## src/rtl/k_dp_sync_fifo_if.sv

```systemverilog
// Producer/consumer handshake and status bundle for k_dp_sync_fifo.
// master = the side that pushes/pops, slave = the FIFO itself.
interface k_dp_sync_fifo_if #(
    parameter int unsigned DATA_W = 8,
    parameter int unsigned ADDR_W = 2
);
    logic              wr_en;
    logic [DATA_W-1:0] wr_data;
    logic              rd_en;
    logic [DATA_W-1:0] rd_data;
    logic              full;
    logic              empty;
    logic              almost_full;
    logic              almost_empty;
    logic [ADDR_W:0]   count;
    logic              overflow;
    logic              underflow;

    modport master (
        output wr_en, wr_data, rd_en,
        input  rd_data, full, empty, almost_full, almost_empty, count, overflow, underflow
    );

    modport slave (
        input  wr_en, wr_data, rd_en,
        output rd_data, full, empty, almost_full, almost_empty, count, overflow, underflow
    );
endinterface

```

## src/rtl/k_dp_sync_fifo.sv

```systemverilog
// Single-clock show-ahead FIFO over a 2^ADDR_W x DATA_W register array with
// wrap-bit pointers, occupancy flags and one-cycle overflow/underflow pulses.
module k_dp_sync_fifo #(
    parameter int unsigned DATA_W    = 8,
    parameter int unsigned ADDR_W    = 2,
    parameter int unsigned AFULL_TH  = (1 << ADDR_W) - 1,
    parameter int unsigned AEMPTY_TH = 1
) (
    input  logic                   clk,
    input  logic                   rst_n,
    k_dp_sync_fifo_if.slave        bus
);
    localparam int unsigned DEPTH = 1 << ADDR_W;
    localparam int unsigned PTR_W = ADDR_W + 1;
    localparam logic [PTR_W-1:0] AFULL_C  = PTR_W'(AFULL_TH);
    localparam logic [PTR_W-1:0] AEMPTY_C = PTR_W'(AEMPTY_TH);

    logic [DATA_W-1:0] mem_q [DEPTH];
    logic [PTR_W-1:0]  wr_ptr_q, wr_ptr_d;
    logic [PTR_W-1:0]  rd_ptr_q, rd_ptr_d;
    logic              overflow_q, overflow_d;
    logic              underflow_q, underflow_d;
    logic [PTR_W-1:0]  count_s;
    logic              empty_s;
    logic              full_s;
    logic              push_ok_s;
    logic              pop_ok_s;

    // Status is a pure decode of the registered pointers; requests never feed it.
    assign count_s   = wr_ptr_q - rd_ptr_q;
    assign empty_s   = (wr_ptr_q == rd_ptr_q);
    assign full_s    = (wr_ptr_q[ADDR_W-1:0] == rd_ptr_q[ADDR_W-1:0]) &&
                       (wr_ptr_q[ADDR_W] != rd_ptr_q[ADDR_W]);
    assign push_ok_s = bus.wr_en && (!full_s || bus.rd_en);
    assign pop_ok_s  = bus.rd_en && !empty_s;

    assign bus.count        = count_s;
    assign bus.empty        = empty_s;
    assign bus.full         = full_s;
    assign bus.almost_full  = (count_s >= AFULL_C);
    assign bus.almost_empty = (count_s <= AEMPTY_C);
    assign bus.overflow     = overflow_q;
    assign bus.underflow    = underflow_q;
    assign bus.rd_data      = empty_s ? {DATA_W{1'b0}} : mem_q[rd_ptr_q[ADDR_W-1:0]];

    // Next-state for pointers and error pulses.
    always_comb begin
        wr_ptr_d    = wr_ptr_q;
        rd_ptr_d    = rd_ptr_q;
        overflow_d  = 1'b0;
        underflow_d = 1'b0;
        if (push_ok_s) begin
            wr_ptr_d = wr_ptr_q + PTR_W'(1);
        end else begin
            wr_ptr_d = wr_ptr_q;
        end
        if (pop_ok_s) begin
            rd_ptr_d = rd_ptr_q + PTR_W'(1);
        end else begin
            rd_ptr_d = rd_ptr_q;
        end
        overflow_d  = bus.wr_en && full_s && !bus.rd_en;
        underflow_d = bus.rd_en && empty_s;
    end

    // Pointer and error-pulse registers.
    always_ff @(posedge clk or negedge rst_n) begin
        if (!rst_n) begin
            wr_ptr_q    <= {PTR_W{1'b0}};
            rd_ptr_q    <= {PTR_W{1'b0}};
            overflow_q  <= 1'b0;
            underflow_q <= 1'b0;
        end else begin
            wr_ptr_q    <= wr_ptr_d;
            rd_ptr_q    <= rd_ptr_d;
            overflow_q  <= overflow_d;
            underflow_q <= underflow_d;
        end
    end

    // Storage array; left unreset since empty masks stale contents.
    always_ff @(posedge clk) begin
        if (push_ok_s) begin
            mem_q[wr_ptr_q[ADDR_W-1:0]] <= bus.wr_data;
        end
    end
endmodule

```

## src/flat_wrapper.sv

```systemverilog
// flat-port wrapper written by rule: the top's interface ports become plain ports
module k_dp_sync_fifo_flat 
#(
    parameter int unsigned DATA_W    = 8,
    parameter int unsigned ADDR_W    = 2,
    parameter int unsigned AFULL_TH  = (1 << ADDR_W) - 1,
    parameter int unsigned AEMPTY_TH = 1
)
  (clk, rst_n, bus_wr_en, bus_wr_data, bus_rd_en, bus_rd_data, bus_full, bus_empty, bus_almost_full, bus_almost_empty, bus_count, bus_overflow, bus_underflow);
  k_dp_sync_fifo_if #(.DATA_W(DATA_W), .ADDR_W(ADDR_W)) bus_i ();
  input  logic clk;
  input  logic rst_n;
  input wire logic [$bits(bus_i.wr_en)-1:0] bus_wr_en;
  input wire logic [$bits(bus_i.wr_data)-1:0] bus_wr_data;
  input wire logic [$bits(bus_i.rd_en)-1:0] bus_rd_en;
  output wire logic [$bits(bus_i.rd_data)-1:0] bus_rd_data;
  output wire logic [$bits(bus_i.full)-1:0] bus_full;
  output wire logic [$bits(bus_i.empty)-1:0] bus_empty;
  output wire logic [$bits(bus_i.almost_full)-1:0] bus_almost_full;
  output wire logic [$bits(bus_i.almost_empty)-1:0] bus_almost_empty;
  output wire logic [$bits(bus_i.count)-1:0] bus_count;
  output wire logic [$bits(bus_i.overflow)-1:0] bus_overflow;
  output wire logic [$bits(bus_i.underflow)-1:0] bus_underflow;
  assign bus_i.wr_en = bus_wr_en;
  assign bus_i.wr_data = bus_wr_data;
  assign bus_i.rd_en = bus_rd_en;
  assign bus_rd_data = bus_i.rd_data;
  assign bus_full = bus_i.full;
  assign bus_empty = bus_i.empty;
  assign bus_almost_full = bus_i.almost_full;
  assign bus_almost_empty = bus_i.almost_empty;
  assign bus_count = bus_i.count;
  assign bus_overflow = bus_i.overflow;
  assign bus_underflow = bus_i.underflow;
  k_dp_sync_fifo #(.DATA_W(DATA_W), .ADDR_W(ADDR_W), .AFULL_TH(AFULL_TH), .AEMPTY_TH(AEMPTY_TH)) u_core (.clk(clk), .rst_n(rst_n), .bus(bus_i));
endmodule
```

## config.mk

```make
export PLATFORM = sky130hd
export DESIGN_NAME = k_dp_sync_fifo_flat
export DESIGN_NICKNAME = d
export VERILOG_FILES = /design/src/rtl/k_dp_sync_fifo_if.sv /design/src/rtl/k_dp_sync_fifo.sv /design/src/flat_wrapper.sv
export SDC_FILE = /design/constraint.sdc
export NUM_CORES = 1
export LEC_CHECK = 0
export CAP_MARGIN = 20
export CORE_MARGIN = 1.5
export CORE_UTILIZATION = 40
export CTS_BUF_LIST = sky130_fd_sc_hd__clkbuf_8
export CTS_CLUSTER_DIAMETER = 200
export DETAILED_ROUTE_END_ITERATION = 8
export GPL_TIMING_DRIVEN = 0
export PLACE_DENSITY_LB_ADDON = 0.2
export SYNTH_ARGS = -nofsm -noshare
export SYNTH_HDL_FRONTEND = slang
export SYNTH_SLANG_ARGS = --single-unit
```

## constraint.sdc

```tcl
create_clock -name clk -period 4.61 [get_ports clk]
set_input_delay 1.383 -clock clk [delete_from_list [all_inputs] [get_ports clk]]
set_output_delay 1.383 -clock clk [all_outputs]
set_load 0.05 [all_outputs]
```

# After elaboration in Yosys (flattened, before gate mapping)
# Memories as Yosys holds them, arrays and structs flattened.
# Cells that the tools add are included.
[totals] regBits=8 ram_bits=32 input_bits=12 output_inout_bits=17 wordCells=26 n_memories=1
[classes] add_sub_neg=3 n_lt_le_gt_ge=2 eq_ne=3 mux=3 n_reduce_logical=10
[memory_table] memory="u_core.mem_q" depth=4 word_bits=8 read_ports=1 rd_ports_with_merged_regs=0 wr=1 line_no="k_dp_sync_fifo.sv:18" rtl="logic [DATA_W-1:0] mem_q [DEPTH];"
[ops] cell="8-bit two-way mux" n=1
[ops] cell="3-bit by 1-bit adder with 3-bit output (second input constant)" n=2
[ops] cell="1-bit logical AND" n=6
[ops] cell="3-bit equality test" n=1
[ops] cell="3-bit by 2-bit greater-or-equal comparator with 1-bit output (second input constant)" n=1
[ops] cell="3-bit by 1-bit less-or-equal comparator with 1-bit output (second input constant)" n=1
[ops] cell="1-bit logical NOT" n=3
[ops] cell="3-bit subtractor" n=1
[ops] cell="2-bit equality test" n=1
[ops] cell="1-bit two-way mux" n=2
[ops] cell="1-bit logical OR" n=1
[ops] cell="1-bit != test" n=1

# Depth between registers and ports, before layout
# Gate-level depths: netlist of the first run.
[logic_depth] ltp_word=7 depth_mapped=7

# Least setup slack after synthesis of the first run
# No wires, ideal clock.
[synth_path] kind="register to output" start="reg u_core.rd_ptr_q[1]" end="out bus_almost_empty" arrival_time_ns=2.540 path_slack_ns=0.687 path_stages_with_launch=6 path_buffers=1 path_cell_list="dfrtp_1 > clkbuf_1 > inv_1 > fa_1 > xor2_1 > nor2_1"
[synth_via] elab_chain_cells=2
[synth_rtl] item="from (decl)" line_no="k_dp_sync_fifo.sv:20" rtl="logic [PTR_W-1:0] rd_ptr_q, rd_ptr_d;"
[synth_rtl] item="from (signal assigned)" line_no="k_dp_sync_fifo.sv:70" rtl="rd_ptr_q <= {PTR_W{1'b0}};"
[synth_rtl] item="from (signal assigned)" line_no="k_dp_sync_fifo.sv:75" rtl="rd_ptr_q <= rd_ptr_d;"
[synth_rtl] item="3-bit subtractor" line_no="k_dp_sync_fifo.sv:30" rtl="assign count_s = wr_ptr_q - rd_ptr_q;"
[synth_rtl] item="net bus_count[2]" line_no="flat_wrapper.sv:21" rtl="output wire logic [$bits(bus_i.count)-1:0] bus_count;"
[synth_rtl] item="3-bit by 1-bit less-or-equal comparator with 1-bit output" line_no="k_dp_sync_fifo.sv:41" rtl="assign bus.almost_empty = (count_s <= AEMPTY_C);"
[synth_rtl] item="to (decl)" line_no="flat_wrapper.sv:20" rtl="output wire logic [$bits(bus_i.almost_empty)-1:0] bus_almost_empty;"
# The timed path passes the listed nets, and every way through them passes these cells.

# Worst setup path in the final report of the first run
[layout_path] start="reg u_core.rd_ptr_q[1]" end="out bus_rd_data[1]"
[layout_via] elab_chain_cells=2 word_cells_on_any_way=3 cone_classes="eq/ne (1); mux (1); memory (1)"
[layout_rtl] item="memory read 4 x 8 bit / 3-bit equality test (equally long branches)"
[layout_rtl] item="8-bit two-way mux *" line_no="k_dp_sync_fifo.sv:44" rtl="assign bus.rd_data = empty_s ? {DATA_W{1'b0}} : mem_q[rd_ptr_q[ADDR_W-1:0]];"
[layout_rtl] item="to (decl)" line_no="flat_wrapper.sv:16" rtl="output wire logic [$bits(bus_i.rd_data)-1:0] bus_rd_data;"
# Mark *: on every way between the ends. The rest lies on a longest branch, timed or not.

==> impl_results.md, run 1 <==
* GRT Total Usage at between 10% and 20%
* Initial antenna violation count at 0
* Slew HR at between 60% and 70%
* Worst r2r path cells at 6
* Clock transition at path regs at 0.07 ns
* Crit path DAT at around 2.7 ns
* Vias at 949
* IO Count at 29
* Insertion delay to the later sink of the worst-skew pair at 0.29 ns
* Hold EP: u_core.wr_ptr_q[0]$_DFFE_PN0P_
* CTS buffer count at 5
* Max-Cap Viols at 0
* Share of cells above drive strength 1 at 16.4%
* Synth-to-layout area growth at 24.7%
* Compound-Gate Fraction of Synth Area at 1.79%
* Mapped Area at around 1700 um^2
* Initial drt markers at 59
* Placer Congestion at 0.722
* Count leader, synth: edfxtp_1
* CP endpoint kind: primary output
* Starting density of the core at 42.7%
* Final setup violation count at 0
* CP max stage cell: clkdlybuf4s50_1
* Final min period at 4.12 ns
* Ys async rst share at 20.0%
* Post-synthesis xor/xnor area fraction at 2.44%
* Critical Path Start Type: register
* Diodes inserted at 0
* Min-delay src: u_core.wr_ptr_q[0]$_DFFE_PN0P_
* Largest family of logic cells by synthesized area: multiplexers
* Synth top cells by count: edfxtp_1, nor2b_1, dfrtp_1, inv_1, mux4_2
* Buffers and inverters on the worst path at 4
* Core Footprint at 4090 um^2
* Crit Path Max Fanout at 10
* Synth Flop Type: edfxtp_1
* Critical Path Stages at 8
* Seq/Total Area, Yosys at 66.5%
* Reg-to-Reg End: u_core.mem_q[2][4]$_DFFE_PP_
* Biggest area consumer among synthesized cells: edfxtp_1
* WS Path Type: reg -> out
* H-tree levels at 2
* Reg2reg setup slack at approximately 2.4 ns
* Hold WC Path Type: reg -> reg
* FP Rows at 23
* Die X-Extent at between 60 and 70 um
* Clock Sinks at 40
* Die Y at 69.1 um
* Cell count after synthesis at 104
* Drt drc at 0
* Routed WL at 2.98 mm
* Clock root buffer master: clkbuf_8
* Antenna Nets Post-Route at 0
* Vias per Instance at 4.99
* Top achievable clock speed at 243 MHz
* Die ar. at 4770 um^2
* WP data required at approximately 3.2 ns
* Drt wl/cell at 15.7 um
* Synth area leaders: edfxtp_1, dfrtp_1, mux4_2
* Mux share of post-synthesis cell area at between 10% and 20%
* CP delay by family, top: buffers and inverters
* Final period utilization at approximately nine tenths
* Worst stage delay on the critical path at 0.82 ns
* Drt first pass iters at 4
* Syn avg cell area at 16.8 um^2
* Worst reg2reg startpoint: u_core.rd_ptr_q[1]$_DFFE_PN0P_
* Pin count of the biggest net entering global routing at 14
* Outcome: finished, final reports clean
* Setup TNS at 0 ns
* Hold-fix buffers, CTS at 0
* CP dominant cell by count: nor2b_1
* Total congestion overflow at 0
* Worst-Margin Slew at 0.506 ns
* Longest Clk Path Bufs at 2
* Syn_nets at 124
* Unrepaired setup endpoints after global routing: false
* TritonCTS clock tree: yes
* Synth warn at 0
* Global-route wire length before repair at ~4.9 mm
* Post-synth top area share at 55.1%
* Clk_skew at 0.00534 ns
* Hold depth at 1
* Synth Area in Simple Gates at 7.53%
* Synth unique cells at 25
* Final nets at 159
* IO Port Bufs at 28
* Final Slew Violations at 0
* EDFF count, synth at 32
* Vias in the first global route at 1014
* Hold Vio Cnt, Final at 0
* Fillers at 353
* Post-DP HPWL at 2.00 mm
* Worst path cell trace: clkbuf_2 > inv_1 > ha_1 > nand2_1 > nor2b_1 > buf_2 > nor2b_1 > clkdlybuf4s50_1
* Synthesized flop and latch total at 40
* Synth Area in Adders at 6.16%
==> cell usage in the layout (no fill, tap or decap), drive strengths merged <==
master / instances
nor2b: 9
clkbuf: 6
a21o: 1
edfxtp: 32
dfrtp: 8
clkinvlp: 2
inv: 8
xor2: 1
clkinv: 1
fa: 1
nand3b: 1
or2: 1
mux2i: 1
and3: 4
xnor2: 3
buf: 2
mux2: 3
ha: 7
nand2: 5
and2: 1
nor2: 3
clkdlybuf4s50: 28
o21ai: 3
a31o: 1
mux4: 8
==> cell type report <==
type | instances | area [um^2] | area share, %
flip-flops and latches | 40 | 1160 | 53.3
multi-input cells | 53 | 541 | 24.8
repair buffers | 28 | 280 | 12.9
clock buffers | 5 | 68.8 | 3.16
well taps | 50 | 62.6 | 2.87
inverters | 8 | 30.0 | 1.38
clock inverters | 3 | 18.8 | 0.862
plain buffers | 3 | 15.0 | 0.690
==> cells by family (layout without fill, tap and decap cells) <==
kind of cell / Yosys count / count (layout)
flops: 40 / 40
fa+ha+maj: 8 / 8
simple gates: 24 / 24
mux: 12 / 12
xor+xnor: 4 / 4
compound gates: 5 / 5
buf+inv: 11 / 47
==> worst max path at each step <==
stage	start	endpoint	slack, ns
after floorplan	u_core.rd_ptr_q[1]$_DFFE_PN0P_	bus_almost_empty	0.69
after global placement	u_core.rd_ptr_q[1]$_DFFE_PN0P_	bus_rd_data[1]	0.50
after detailed placement	u_core.rd_ptr_q[1]$_DFFE_PN0P_	bus_rd_data[1]	0.50
after CTS	u_core.rd_ptr_q[1]$_DFFE_PN0P_	bus_rd_data[1]	0.18
after global routing	u_core.rd_ptr_q[1]$_DFFE_PN0P_	bus_rd_data[1]	0.28
final	u_core.rd_ptr_q[1]$_DFFE_PN0P_	bus_rd_data[1]	0.49
==> worst reg2reg max path: cells and delay by family (launching register included) <==
family                     cells  cell delay, ns
adders and majority gates      1            0.34
and+or+nand+nor                3            0.77
DFF                            1            0.36
buffers and inverters          2            0.41
==> through the flow <==
stage | util (%) | hold slack, ns | worst slack (ns) | std cells | instance area [um^2]
after detailed placement | 51.1 | 0.533 | 0.504 | 182 | 2090
after floorplan | - | 0.498 | 0.687 | 104 | 1750
final | 53.3 | 0.538 | 0.492 | 190 | 2180
after CTS | 53.2 | 0.549 | 0.177 | 190 | 2180
after global placement | 51.1 | 0.530 | 0.497 | 182 | 2090
after global routing | 53.3 | 0.586 | 0.276 | 190 | 2180
==> state kept, by name, indices dropped and copies added (netlist names) <==
register              cells
u_core.mem_q             32
u_core.bus.underflow      1
u_core.wr_ptr_q           3
u_core.bus.overflow       1
u_core.rd_ptr_q           3
==> routing by layer <==
metal	vias up	GRT usage, %	share of wire (%)
li1	449	-	-
met1	472	17.0	44
met2	22	22.3	50
met3	6	4.39	3.7
met4	0	5.88	2.1
met5	-	0	0
==> timing repair <==
item | in CTS | in global routing
setup endpoints to repair | 0 | 2
buffers inserted | 0 | 0
gates resized for setup | 0 | 2
Power of run 1 is left out: the tool's default activity adds up to more than one toggle a clock period on the data nets, which glitch-free logic cannot reach.
==> inputs of run 2 (changes only) <==
--- a/config.mk
+++ b/config.mk
@@ -10,6 +10,7 @@
 export CORE_UTILIZATION = 40
 export CTS_BUF_LIST = sky130_fd_sc_hd__clkbuf_8
 export CTS_CLUSTER_DIAMETER = 200
+export CTS_CLUSTER_SIZE = 14
 export DETAILED_ROUTE_END_ITERATION = 8
 export GPL_TIMING_DRIVEN = 0
 export PLACE_DENSITY_LB_ADDON = 0.2
==> results of run 2 <==
No change in the layout: final DEF, timing and power equal those of run 1.
Power of run 2 is left out for the same reason.
==> inputs of run 3 (changes only) <==
--- a/config.mk
+++ b/config.mk
@@ -7,7 +7,7 @@
 export LEC_CHECK = 0
 export CAP_MARGIN = 20
 export CORE_MARGIN = 1.5
-export CORE_UTILIZATION = 40
+export CORE_UTILIZATION = 28
 export CTS_BUF_LIST = sky130_fd_sc_hd__clkbuf_8
 export CTS_CLUSTER_DIAMETER = 200
 export CTS_CLUSTER_SIZE = 14
==> impl_results.md, run 3 (same netlist as run 1, synthesis figures left out) <==
* Outcome: finished, final reports clean
* WS Path Type: reg -> out
* Hold WC Path Type: reg -> reg
* Most common cell after layout, fill and taps aside: edfxtp_1
* Synth-to-layout area growth at 27.9%
* Drt wl/cell at 14.1 um
* Final Slew Violations at 0
* Crit Path Max Fanout at 10
* Most frequent cells in the layout: edfxtp_1, clkdlybuf4s50_1, nor2b_1
* Max-Cap Viols at 0
* Top achievable clock speed at roughly 240 MHz
* Crit path DAT at 2.75 ns
* Vias in the first global route at 993
* Post-DP HPWL at 2.18 mm
* Fillers at between 500 and 600
* H-tree levels at 2
* Share of cells above drive strength 1 at between 10% and 20%
* Antenna Nets Post-Route at 0
* Final min period at 4.13 ns
* Routed WL at 3.03 mm
* Total congestion overflow at 0
* TritonCTS clock tree: yes
* # Post-CTS Setup Buffers at 0
* Hold Vio Cnt, Final at 0
* CP dominant cell by count: nor2b_1
* Met3 Wirelength at 126 um
* WL met1 at between 1 and 1.5 mm
* Wire length on met2 at 1.59 mm
* IO Count at 29
* Critical Path Start Type: register
* Drt drc at 0
* Vias per Instance at 4.36
* Clock transition at path regs at 0.08 ns
* Die ar. at 6720 um^2
* Initial drt markers at 23
* Clock root buffer master: clkbuf_8
* Final nets at 159
* Final period utilization at around 90%
* CP endpoint kind: primary output
* CP max stage cell: clkdlybuf4s50_1
* Die X-Extent at roughly 82 um
* Pin count of the biggest net entering global routing at 14
* Worst r2r path cells at 6
* Max layer used: met4
* Vias at 937
* Diodes inserted at 0
* FP Rows at 28
* CTS buffer count at 5
* Initial antenna violation count at 0
* Clock Sinks at 40
* Slew HR at approximately two thirds
* Max reg flops at 32
* Worst stage delay on the critical path at 0.81 ns
* Global-route wire length before repair at between 4 and 5 mm
* WP data required at 3.23 ns
* Unrepaired setup endpoints after global routing: false
* Worst path cell trace: clkbuf_2 > inv_1 > ha_1 > nand2_1 > nor2b_1 > buf_2 > nor2b_1 > clkdlybuf4s50_1
* Clk_skew at 0.00909 ns
* Die Y at a little over 80 um
* IO Port Bufs at 28
* Setup TNS at 0 ns
* GRT Total Usage at a little over 10%
* Core Footprint at 5960 um^2
* Drt first pass iters at 4
* Insertion delay to the later sink of the worst-skew pair at just under 0.3 ns
* Placer Congestion at 0.696
* Final setup violation count at 0
* Hold depth at 1
* Worst-Margin Slew at 0.505 ns
* Longest Clk Path Bufs at 2
* Starting density of the core at between 20% and 30%
[run 3: area by class of cell]
cell class,count,area (um^2),area share (%)
Sequential cell,40,1160,52.0
Tap cell,75,93.8,4.20
Inverter,8,30.0,1.35
Multi-Input combinational cell,53,541,24.2
Clock inverter,3,42.5,1.91
Buffer,3,15.0,0.673
Clock buffer,5,68.8,3.08
Timing Repair Buffer,28,280,12.6
[run 3: path summary, 6_finish.rpt]
| kind | end | slack, ns | from |
|---|---|---|---|
| worst max-delay path | bus_rd_data[4] | 0.48 | u_core.rd_ptr_q[1]$_DFFE_PN0P_ |
| min in group asynchronous | u_core.bus.underflow$_DFF_PN0_ | 1.37 | rst_n |
| max in group asynchronous | u_core.wr_ptr_q[0]$_DFFE_PN0P_ | 2.97 | rst_n |
| worst max register to register | u_core.mem_q[1][3]$_DFFE_PP_ | 2.35 | u_core.rd_ptr_q[1]$_DFFE_PN0P_ |
| worst min register to register | u_core.wr_ptr_q[0]$_DFFE_PN0P_ | 0.53 | u_core.wr_ptr_q[0]$_DFFE_PN0P_ |
| worst min-delay path | u_core.wr_ptr_q[0]$_DFFE_PN0P_ | 0.53 | u_core.wr_ptr_q[0]$_DFFE_PN0P_ |
[run 3: worst max-delay path: cells and delay by family, from the launching register on]
kind	cells	cell delay, ns
buffers and inverters	4	1.41
flip-flops	1	0.35
adder cells (fa/ha/maj)	1	0.35
AND/OR/NAND/NOR	3	0.34
[run 3: stage by stage]
stage / util (%) / worst slack (ns) / hold slack (ns) / cells / cell area [um^2]
final: 37.5 / 0.476 / 0.534 / 215 / 2230
after global routing: 37.5 / 0.297 / 0.578 / 215 / 2230
after CTS: 37.5 / 0.109 / 0.536 / 215 / 2230
after detailed placement: 35.6 / 0.445 / 0.520 / 207 / 2120
after global placement: 35.6 / 0.455 / 0.516 / 207 / 2120
after floorplan: - / 0.687 / 0.498 / 104 / 1750
[run 3: per-layer routing]
metal / up-vias / global-route usage (%)
li1: 450 / -
met1: 465 / 10.9
met2: 16 / 18.4
met3: 6 / 3.78
met4: 0 / 4.58
met5: - / 0
[run 3: repair_timing]
item | in CTS | in global routing
endpoints found under the setup margin | 0 | 1
hold endpoints to repair | 0 | 0
resized for setup | 0 | 2
hold buffers | 0 | 0
Power of run 3 is left out for the same reason.
==> RTL change, RTL diff (settings of run 3) <==
`ADDR_W` is set to 2 in 3 places; all go to 1. Comments in the files are not updated.
--- a/src/rtl/k_dp_sync_fifo_if.sv
+++ b/src/rtl/k_dp_sync_fifo_if.sv
@@ -2,7 +2,7 @@
 // master = the side that pushes/pops, slave = the FIFO itself.
 interface k_dp_sync_fifo_if #(
     parameter int unsigned DATA_W = 8,
-    parameter int unsigned ADDR_W = 2
+    parameter int unsigned ADDR_W = 1
 );
     logic              wr_en;
     logic [DATA_W-1:0] wr_data;
--- a/src/rtl/k_dp_sync_fifo.sv
+++ b/src/rtl/k_dp_sync_fifo.sv
@@ -2,7 +2,7 @@
 // wrap-bit pointers, occupancy flags and one-cycle overflow/underflow pulses.
 module k_dp_sync_fifo #(
     parameter int unsigned DATA_W    = 8,
-    parameter int unsigned ADDR_W    = 2,
+    parameter int unsigned ADDR_W    = 1,
     parameter int unsigned AFULL_TH  = (1 << ADDR_W) - 1,
     parameter int unsigned AEMPTY_TH = 1
 ) (
--- a/src/flat_wrapper.sv
+++ b/src/flat_wrapper.sv
@@ -2,7 +2,7 @@
 module k_dp_sync_fifo_flat 
 #(
     parameter int unsigned DATA_W    = 8,
-    parameter int unsigned ADDR_W    = 2,
+    parameter int unsigned ADDR_W    = 1,
     parameter int unsigned AFULL_TH  = (1 << ADDR_W) - 1,
     parameter int unsigned AEMPTY_TH = 1
 )
Interface: changed (resized bus_count); port bits go from 29 to 28. The function was not compared with the original's and may differ.
==> RTL change against run 3 <==
- sequential cell count is 18 lower
- worst setup slack better by 0.42 ns
- wire length down 48%
- cell count fell by 34%
- synthesized cell count is 37% lower
- design area shrank 41%
- synthesized area fell by 47%
- critical path depth down 2
- count of clock-buffer cells in the layout fell by 2
- highest routed layer unchanged
Power is not shown: default switching activity piles up to over one toggle a cycle in this logic, so the estimate is an artifact.
==> RTL change: results (changes against run 3) <==
- Area share of xor/xnor cells in the synthesized design: 0.0458 (+0.0214)
- On the critical path the largest part of the delay comes from buffers and inverters.
- Register Area: 631 µm² (-46%)
- Fraction of synthesized area in multiplexers: 0.0984 (-0.0321)
- Met2 wire length: 819 µm (-49%)
* Actual transition at the worst max-transition pin: 0.727 ns (+0.222 ns)
* Detailed-route via count: 582 (-38%)
- Vias per cell: 4.13 (-5.3%)
* # nets final: 111 (-30%)
- CP max FO: 9 (-1)
- Flip-flop count of the largest register after layout: 16 (-50%)
* Met3 WL post-DR: 71 µm (-44%)
* Master cell of the clock root buffer: sky130_fd_sc_hd__clkbuf_8
* Met3 Resource Use GR: 0.0213 (-0.0165)
* Count of flip-flops with a built-in enable after synthesis: 16 (-50%)
- Met1 capacity usage during global routing: 0.128 (+0.0192)
* Placement Cell Area: 0.00125 mm² (-41%)
* Top cells by area, synth: sky130_fd_sc_hd__edfxtp_1, sky130_fd_sc_hd__dfrtp_1, sky130_fd_sc_hd__mux2i_1
- In the synthesized netlist, the cells that appear most often are sky130_fd_sc_hd__edfxtp_1, sky130_fd_sc_hd__nor2_1, sky130_fd_sc_hd__mux2i_1, sky130_fd_sc_hd__dfrtp_1.
* Via count of the first global-routing pass: 588 (-41%)
* Arrival time worst endpoint: 2.33 ns (-0.42 ns)
- Aggregate routed wire length: 1570 µm (-48%)
- Ratio of cells with drive above 1 in the final layout: 0.113 (-0.0580)
- Portion of synthesized cell area occupied by the leading cell type: 0.518 (-0.0330)
- The total clock buffers created by CTS was 3 (-2).
- The global-route wire length before repair is 2660 µm (-44%).
- First drt pass iteration count: 3 (-1)
* Asr flop ratio synth: 0.273 (+0.0727)
- Post-synthesis sequential area ratio: 0.679 (+0.0140)
* Adder-Cell Fraction of Synth Area: 0.0135 (-0.0482)
* DRC marker count from the first detailed-route iteration: 8 (-65%)
- Compound-gate portion of the synthesized area: 0.0404 (+0.0225)
* Worst-case setup slack after placement: 1.16 ns (+0.713 ns)
- Final-layout fill cell count: 316 (-45%)
- The worst clock skew came to 0.00105 ns (-0.00804 ns).
- Routability-driven placement congestion ratio: 0.662 (-4.8%)
- The H-tree depth is 1 (-1).
- The detailed-route wire length on metal 1 was 667 µm (-47%).
* Post-placement cell count: 137 (-34%)
- Net count after synthesis: 79 (-36%)
- Final HPWL DP: 1130 µm (-48%)
* Result of the run: finished, final reports clean
- The number of different library cells in the post-synthesis netlist came to 22 (-12%).
- Insertion delay of the later-clocked pin in the worst-skew pair: 0.25 ns (-0.04 ns)
## RTL change: cell type report
class / count / share of cell area
Buffer: 2 / 0.0123
Clock buffer: 3 / 0.0312
Clock inverter: 1 / 0.0227
Inverter: 3 / 0.00850
Multi-Input combinational cell: 39 / 0.204
Sequential cell: 22 / 0.476
Tap cell: 44 / 0.0415
Timing Repair Buffer: 27 / 0.204
## RTL change: path summary, 6_finish.rpt
path	slack [ns]	to	from	cells after the start
setup / recovery	0.90	bus_rd_data[5]	u_core.wr_ptr_q[0]	6
hold / removal	0.53	u_core.wr_ptr_q[0]	u_core.wr_ptr_q[0]	1
setup reg to reg	2.54	u_core.mem_q[1][0]	u_core.wr_ptr_q[0]	5
hold reg to reg	0.53	u_core.wr_ptr_q[0]	u_core.wr_ptr_q[0]	1
max in group asynchronous	3.03	u_core.rd_ptr_q[0]	rst_n	1
min in group asynchronous	1.36	u_core.bus.overflow	rst_n	1
